### src/rtl/adc_serial_sequencer_if.sv
// Command/response handshake between the software register block and the
// ADS4128 serial sequencer.
interface adc_serial_sequencer_if #(
    parameter int pDIV_WIDTH = 8
) ();
    logic                  cmd_valid;
    logic                  cmd_ready;
    logic                  cmd_hwreset;
    logic                  cmd_read;
    logic [7:0]            cmd_addr;
    logic [7:0]            cmd_wdata;
    logic [pDIV_WIDTH-1:0] clk_div;
    logic                  rsp_valid;
    logic [7:0]            rsp_rdata;
    logic                  busy;

    modport master (
        output cmd_valid, cmd_hwreset, cmd_read, cmd_addr, cmd_wdata, clk_div,
        input  cmd_ready, rsp_valid, rsp_rdata, busy
    );

    modport slave (
        input  cmd_valid, cmd_hwreset, cmd_read, cmd_addr, cmd_wdata, clk_div,
        output cmd_ready, rsp_valid, rsp_rdata, busy
    );
endinterface

### src/rtl/adc_serial_sequencer.sv
// Generates one complete ADS4128 16-bit serial frame (write or read) or a
// hardware-reset pulse per accepted command, at a programmable SCLK rate.
module adc_serial_sequencer #(
    parameter int pDIV_WIDTH    = 8,
    parameter int pRESET_CYCLES = 4,
    parameter int pRESET_WAIT   = 16
) (
    input  logic                   clk_usb,
    input  logic                   reset_n,
    adc_serial_sequencer_if.slave  bus,
    output logic                   ADC_SEN,
    output logic                   ADC_SCLK,
    output logic                   ADC_SDATA,
    output logic                   ADC_RESET,
    input  logic                   ADC_SDOUT
);
    localparam int RST_MAX = (pRESET_CYCLES > pRESET_WAIT) ? pRESET_CYCLES : pRESET_WAIT;
    localparam int RST_CW  = (RST_MAX > 1) ? $clog2(RST_MAX) : 1;

    localparam logic [RST_CW-1:0]     RST_ONE        = RST_CW'(1);
    localparam logic [RST_CW-1:0]     RST_PULSE_LAST = RST_CW'(pRESET_CYCLES - 1);
    localparam logic [RST_CW-1:0]     RST_WAIT_LAST  = RST_CW'(pRESET_WAIT - 1);
    localparam logic [pDIV_WIDTH-1:0] PH_ONE         = pDIV_WIDTH'(1);

    typedef enum logic [3:0] {
        S_IDLE      = 4'd0,
        S_SETUP     = 4'd1,
        S_BIT_LO    = 4'd2,
        S_BIT_HI    = 4'd3,
        S_HOLD      = 4'd4,
        S_GAP       = 4'd5,
        S_RST_PULSE = 4'd6,
        S_RST_WAIT  = 4'd7,
        S_DONE      = 4'd8
    } state_t;

    state_t                  state_r;
    logic [pDIV_WIDTH-1:0]   ph_cnt_r;
    logic [pDIV_WIDTH-1:0]   div_r;
    logic [3:0]              bit_cnt_r;
    logic [RST_CW-1:0]       rst_cnt_r;
    // Bits still to be shifted out after the MSB, which goes straight to SDATA at accept
    logic [14:0]             frame_r;
    logic [7:0]              rd_shift_r;
    logic                    is_read_r;
    logic                    cmd_ready_r;
    logic                    rsp_valid_r;
    logic [7:0]              rsp_rdata_r;
    logic                    sen_r;
    logic                    sclk_r;
    logic                    sdata_r;
    logic                    adc_reset_r;
    logic                    phase_end_s;

    assign phase_end_s = (ph_cnt_r == div_r);

    assign bus.cmd_ready = cmd_ready_r;
    assign bus.busy      = ~cmd_ready_r;
    assign bus.rsp_valid = rsp_valid_r;
    assign bus.rsp_rdata = rsp_rdata_r;
    assign ADC_SEN       = sen_r;
    assign ADC_SCLK      = sclk_r;
    assign ADC_SDATA     = sdata_r;
    assign ADC_RESET     = adc_reset_r;

    // Sequencer FSM: state, phase timing, shift registers and all registered outputs
    always_ff @(posedge clk_usb) begin
        if (!reset_n) begin
            state_r     <= S_IDLE;
            ph_cnt_r    <= '0;
            div_r       <= '0;
            bit_cnt_r   <= 4'd0;
            rst_cnt_r   <= '0;
            frame_r     <= 15'd0;
            rd_shift_r  <= 8'h00;
            is_read_r   <= 1'b0;
            cmd_ready_r <= 1'b1;
            rsp_valid_r <= 1'b0;
            rsp_rdata_r <= 8'h00;
            sen_r       <= 1'b1;
            sclk_r      <= 1'b1;
            sdata_r     <= 1'b0;
            adc_reset_r <= 1'b0;
        end else begin
            rsp_valid_r <= 1'b0;
            case (state_r)
                // DONE also accepts, so back-to-back commands lose no cycle
                S_IDLE, S_DONE: begin
                    if (bus.cmd_valid) begin
                        ph_cnt_r    <= '0;
                        div_r       <= bus.clk_div;
                        is_read_r   <= bus.cmd_read & ~bus.cmd_hwreset;
                        frame_r     <= {bus.cmd_addr[6:0], (bus.cmd_read ? 8'h00 : bus.cmd_wdata)};
                        cmd_ready_r <= 1'b0;
                        if (bus.cmd_hwreset) begin
                            state_r     <= S_RST_PULSE;
                            rst_cnt_r   <= '0;
                            adc_reset_r <= 1'b1;
                        end else begin
                            state_r <= S_SETUP;
                            sen_r   <= 1'b0;
                            sclk_r  <= 1'b1;
                            sdata_r <= bus.cmd_addr[7];
                        end
                    end else begin
                        state_r <= S_IDLE;
                    end
                end
                S_SETUP: begin
                    if (phase_end_s) begin
                        state_r   <= S_BIT_LO;
                        ph_cnt_r  <= '0;
                        bit_cnt_r <= 4'd0;
                        sclk_r    <= 1'b0;
                    end else begin
                        ph_cnt_r <= ph_cnt_r + PH_ONE;
                    end
                end
                S_BIT_LO: begin
                    if (phase_end_s) begin
                        // SDOUT is sampled at the last cycle of the low phase, data bits only
                        if (bit_cnt_r[3]) begin
                            rd_shift_r <= {rd_shift_r[6:0], ADC_SDOUT};
                        end
                        ph_cnt_r <= '0;
                        sclk_r   <= 1'b1;
                        if (bit_cnt_r == 4'd15) begin
                            state_r <= S_HOLD;
                        end else begin
                            state_r   <= S_BIT_HI;
                            sdata_r   <= frame_r[14];
                            frame_r   <= {frame_r[13:0], 1'b0};
                            bit_cnt_r <= bit_cnt_r + 4'd1;
                        end
                    end else begin
                        ph_cnt_r <= ph_cnt_r + PH_ONE;
                    end
                end
                S_BIT_HI: begin
                    if (phase_end_s) begin
                        state_r  <= S_BIT_LO;
                        ph_cnt_r <= '0;
                        sclk_r   <= 1'b0;
                    end else begin
                        ph_cnt_r <= ph_cnt_r + PH_ONE;
                    end
                end
                S_HOLD: begin
                    if (phase_end_s) begin
                        state_r  <= S_GAP;
                        ph_cnt_r <= '0;
                        sen_r    <= 1'b1;
                    end else begin
                        ph_cnt_r <= ph_cnt_r + PH_ONE;
                    end
                end
                S_GAP: begin
                    if (phase_end_s) begin
                        state_r     <= S_DONE;
                        ph_cnt_r    <= '0;
                        rsp_valid_r <= 1'b1;
                        cmd_ready_r <= 1'b1;
                        if (is_read_r) begin
                            rsp_rdata_r <= rd_shift_r;
                        end
                    end else begin
                        ph_cnt_r <= ph_cnt_r + PH_ONE;
                    end
                end
                S_RST_PULSE: begin
                    if (rst_cnt_r == RST_PULSE_LAST) begin
                        state_r     <= S_RST_WAIT;
                        rst_cnt_r   <= '0;
                        adc_reset_r <= 1'b0;
                    end else begin
                        rst_cnt_r <= rst_cnt_r + RST_ONE;
                    end
                end
                S_RST_WAIT: begin
                    if (rst_cnt_r == RST_WAIT_LAST) begin
                        state_r     <= S_DONE;
                        rst_cnt_r   <= '0;
                        rsp_valid_r <= 1'b1;
                        cmd_ready_r <= 1'b1;
                    end else begin
                        rst_cnt_r <= rst_cnt_r + RST_ONE;
                    end
                end
                default: begin
                    state_r     <= S_IDLE;
                    cmd_ready_r <= 1'b1;
                    sen_r       <= 1'b1;
                    sclk_r      <= 1'b1;
                    adc_reset_r <= 1'b0;
                end
            endcase
        end
    end
endmodule

### src/flat_wrapper.sv
// flat-port wrapper written by rule: the top's interface ports become plain ports
module adc_serial_sequencer_flat 
#(
    parameter int pDIV_WIDTH    = 8,
    parameter int pRESET_CYCLES = 4,
    parameter int pRESET_WAIT   = 16
)
  (clk_usb, reset_n, ADC_SEN, ADC_SCLK, ADC_SDATA, ADC_RESET, ADC_SDOUT, bus_cmd_valid, bus_cmd_hwreset, bus_cmd_read, bus_cmd_addr, bus_cmd_wdata, bus_clk_div, bus_cmd_ready, bus_rsp_valid, bus_rsp_rdata, bus_busy);
  adc_serial_sequencer_if #(.pDIV_WIDTH(pDIV_WIDTH)) bus_i ();
  input  logic clk_usb;
  input  logic reset_n;
  output logic ADC_SEN;
  output logic ADC_SCLK;
  output logic ADC_SDATA;
  output logic ADC_RESET;
  input  logic ADC_SDOUT;
  input wire logic [$bits(bus_i.cmd_valid)-1:0] bus_cmd_valid;
  input wire logic [$bits(bus_i.cmd_hwreset)-1:0] bus_cmd_hwreset;
  input wire logic [$bits(bus_i.cmd_read)-1:0] bus_cmd_read;
  input wire logic [$bits(bus_i.cmd_addr)-1:0] bus_cmd_addr;
  input wire logic [$bits(bus_i.cmd_wdata)-1:0] bus_cmd_wdata;
  input wire logic [$bits(bus_i.clk_div)-1:0] bus_clk_div;
  output wire logic [$bits(bus_i.cmd_ready)-1:0] bus_cmd_ready;
  output wire logic [$bits(bus_i.rsp_valid)-1:0] bus_rsp_valid;
  output wire logic [$bits(bus_i.rsp_rdata)-1:0] bus_rsp_rdata;
  output wire logic [$bits(bus_i.busy)-1:0] bus_busy;
  assign bus_i.cmd_valid = bus_cmd_valid;
  assign bus_i.cmd_hwreset = bus_cmd_hwreset;
  assign bus_i.cmd_read = bus_cmd_read;
  assign bus_i.cmd_addr = bus_cmd_addr;
  assign bus_i.cmd_wdata = bus_cmd_wdata;
  assign bus_i.clk_div = bus_clk_div;
  assign bus_cmd_ready = bus_i.cmd_ready;
  assign bus_rsp_valid = bus_i.rsp_valid;
  assign bus_rsp_rdata = bus_i.rsp_rdata;
  assign bus_busy = bus_i.busy;
  adc_serial_sequencer #(.pDIV_WIDTH(pDIV_WIDTH), .pRESET_CYCLES(pRESET_CYCLES), .pRESET_WAIT(pRESET_WAIT)) u_core (.clk_usb(clk_usb), .reset_n(reset_n), .bus(bus_i), .ADC_SEN(ADC_SEN), .ADC_SCLK(ADC_SCLK), .ADC_SDATA(ADC_SDATA), .ADC_RESET(ADC_RESET), .ADC_SDOUT(ADC_SDOUT));
endmodule
### config.mk
export PLATFORM = sky130hd
export DESIGN_NAME = adc_serial_sequencer_flat
export DESIGN_NICKNAME = d
export VERILOG_FILES = /design/src/rtl/adc_serial_sequencer_if.sv /design/src/rtl/adc_serial_sequencer.sv /design/src/flat_wrapper.sv
export SDC_FILE = /design/constraint.sdc
export NUM_CORES = 1
export LEC_CHECK = 0
export ABC_AREA = 1
export BUFFER_PORTS_ARGS = -buffer_cell sky130_fd_sc_hd__buf_2
export CAP_MARGIN = 20
export CORE_MARGIN = 4
export CORE_UTILIZATION = 45
export CTS_CLUSTER_SIZE = 12
export DETAILED_ROUTE_END_ITERATION = 10
export PLACE_DENSITY = 0.62
export RECOVER_POWER = 25
export SKIP_CTS_REPAIR_TIMING = 1
export SYNTH_ARGS = -nofsm -noshare
export SYNTH_HDL_FRONTEND = slang
export SYNTH_SLANG_ARGS = --single-unit
### constraint.sdc
create_clock -name clk_usb -period 3.3 [get_ports clk_usb]
set_input_delay 0.33 -clock clk_usb [delete_from_list [all_inputs] [get_ports clk_usb]]
set_output_delay 0.33 -clock clk_usb [all_outputs]
set_load 0.02 [all_outputs]
==> metrics.md <==
| Metric | Value |
|---|---|
| Combinational power share | 42.4% |
| Max Cap Violations | 0 |
| Initial detailed-routing violation count | 128 |
| Antenna violations before repair | 0 |
| FF-to-FF Start | u_core.state_r[1]$_SDFFE_PN0P_ |
| Die area | 0.00888 mm^2 |
| Hold_ws | 0.207 ns |
| PD cells | 840 mW/mm^2 |
| Post-detail-place hpwl | 5160 um |
| Clock Skew | 0.00741 ns |
| RSZ-0062 raised after global routing | no |
| Bufs on Longest Clock Path | 2 |
| Grt ovf | 0 |
| Crit path DAT | 2.55 ns |
| Crit path capture | u_core.ph_cnt_r[6]$_SDFFE_PN0P_ |
| Post-route DRC | 0 |
| Relative slew slack | 54.9% |
| Synth warn | 0 |
| Largest net degree at the start of global routing | 37 |
| Cell area after synthesis | 0.00335 mm^2 |
| Nets@finish | 552 |
| Fin crit share | 69.8% |
| First-pass GRT wire length | 13000 um |
| Mapped Avg Cell Area | 6.96 um^2 |
| Peak supply drop | 0.439 mV |
| Worst setup EP type | register |
| Initial Util | 46.1% |
| Routed len/inst | 12.0 um |
| Status | complete, no violations |
| Max Slew Vio Count | 0 |
| IO Pins | 45 |
| Post-synthesis cell type count | 36 |
| Via count | 3099 |
| Finish-stage setup viols | 0 |
| Pleak | 1.65 nW |
| Most frequent cells in the layout | nand2_1, dfxtp_1, a21oi_1 |
| Ys flop type | dfxtp_1 |
| Root Driver | clkbuf_8 |
| Tightest Hold Check Type | primary input to register |
| Placement Rows | 31 |
| Crit start category | register |
| Reg2Reg Depth | 10 |
| Clock sinks | 66 |
| Fmax | 434 MHz |
| Critical path startpoint | u_core.state_r[1]$_SDFFE_PN0P_ |
| Cell Int Power | 1.84 mW |
| CTS Buf Count | 9 |
| Later-pin clock latency in the skew report | 0.35 ns |
| Cell area after layout | 0.00379 mm^2 |
| Post-route ant nets | 0 |
| RePlAce Congestion | 0.925 |
| Switch share | 42.4% |
| Die Height | 94.2 um |
| Clk pwr share | 23.4% |
| NetSw | 1.35 mW |
| DP Area | 0.00360 mm^2 |
| EDFF count, synth | 0 |
| Asr flop ratio synth | 0% |
| Worst slew pin tran | 0.674 ns |
| Drt via density | 4.97 |
| Total power | 3.19 mW |
| Vias in the first global route | 2904 |
| Layout area overhead | 13.4% |
| Critical-path maximum fanout | 15 |
| Fin crit period | 2.30 ns |
| Setup TNS | 0 ns |
| Seq pwr share | 34.2% |
| TritonRoute pass-1 iters | 4 |
| Ant. Diodes | 0 |
| Share of cells above drive strength 1 | 16.4% |
| Commonest non-fill, non-tap cell in the layout | nand2_1 |
| H-tree depth | 3 |
| FILL cells | 744 |
| FF-to-FF setup slack | 1.0 ns |
| Setup WS post-layout | 0.998 ns |
| Post-synthesis sequential area ratio | 39.5% |
| CTS tree | built |
| Synth Register Bits | 66 |
| Crit path kind | register to register |
| CP required | 3.55 ns |
| Syn nets | 514 |
| Post-Syn Instances | 481 |
| Routed WL | 7480 um |
| End of the worst register-to-register path | u_core.ph_cnt_r[6]$_SDFFE_PN0P_ |
| Worst-path clk slew | 0.07 ns |
| Die Wd | 94.2 um |
| Total GRT Usage | 18.3% |
| Core area | 0.00725 mm^2 |
| Place WS | 1.04 ns |
| Hold Fails Final Rpt | 0 |
| I/O Buffers | 44 |
cell families after synthesis:
kind of cell | count (synthesis) | share of synthesized area, %
simple gates | 238 | 32.1
compound gates | 98 | 16.6
buf+inv | 70 | 9.12
flops | 66 | 39.5
xor+xnor | 5 | 1.31
fa+ha+maj | 3 | 1.12
mux | 1 | 0.299
worst min path at each step:
stage | startpoint | endpoint | depth (start not counted)
finish | bus_clk_div[3] | u_core.div_r[3]$_SDFFE_PN0P_ | 3
global route | bus_clk_div[3] | u_core.div_r[3]$_SDFFE_PN0P_ | 3
CTS | bus_clk_div[3] | u_core.div_r[3]$_SDFFE_PN0P_ | 3
detailed placement | u_core.rd_shift_r[7]$_SDFFE_PN0P_ | u_core.rd_shift_r[7]$_SDFFE_PN0P_ | 2
global placement | u_core.rd_shift_r[7]$_SDFFE_PN0P_ | u_core.rd_shift_r[7]$_SDFFE_PN0P_ | 2
floorplan | u_core.rd_shift_r[7]$_SDFFE_PN0P_ | u_core.rd_shift_r[7]$_SDFFE_PN0P_ | 2
state kept, by name, indices dropped and copies added (netlist names), 4 cells and up:
signal                cells
u_core.state_r            4
u_core.rst_cnt_r          4
u_core.frame_r           15
u_core.div_r              8
u_core.rd_shift_r         8
u_core.bus.rsp_rdata      8
u_core.ph_cnt_r           8
u_core.bit_cnt_r          4
power groups by stage:
stage / sequential (mW) / combinational (mW) / clock (mW)
finish: 1.09 / 1.35 / 0.747
global route: 1.11 / 1.55 / 0.802
CTS: 1.09 / 1.37 / 0.772
floorplan: 1.10 / 1.15 / 0
detailed placement: 1.10 / 1.36 / 0
global placement: 1.10 / 1.35 / 0
cell type report:
cell class / count / area, um^2 / area share [%]
Multi-Input combinational cell: 345 / 1710 / 45.1
Clock buffer: 9 / 124 / 3.26
Sequential cell: 66 / 1320 / 34.8
Clock inverter: 7 / 92.6 / 2.44
Timing Repair Buffer: 47 / 224 / 5.90
Inverter: 50 / 198 / 5.21
Tap cell: 99 / 124 / 3.26
Yosys cell counts (4+ instances only):
cell / count / area [um^2]
inv_2: 9 / 33.8
o21ai_0: 19 / 95.1
nor2_2: 9 / 56.3
nand4_1: 13 / 81.3
nand2_2: 7 / 43.8
dfxtp_1: 66 / 1320
nand3_1: 32 / 160
buf_4: 5 / 37.5
nor3_1: 6 / 30.0
inv_1: 36 / 135
a22oi_1: 7 / 52.6
o21ai_1: 6 / 30.0
nand2_1: 114 / 428
a21oi_1: 57 / 285
nor2_1: 49 / 184
inv_4: 4 / 25.0
buf_2: 5 / 25.0
clkbuf_1: 7 / 26.3
worst max-delay path, cell delays in order (launching register included):
cell,delay (ns)
dfxtp_1,0.44
nor2_1,0.23
nand2_1,0.17
nor2_1,0.40
inv_1,0.36
nand2_4,0.24
inv_4,0.07
nor2_2,0.10
nand3_1,0.07
nand2_1,0.06
nor2_1,0.03
metal layers:
metal  vias to the layer above  track usage [%]  wire [um]
met3                        18             5.77        437
met2                        74             28.5       3310
met5                         -                0          0
li1                       1646                -          -
met4                         0             7.70        161
met1                      1361             23.4       3570
metrics by stage:
stage	util (%)	instances
floorplan	-	481
global placement	49.7	607
detailed placement	49.7	607
CTS	52.7	623
global route	52.3	623
finish	52.3	623
Power figures use the tool's default switching activity.
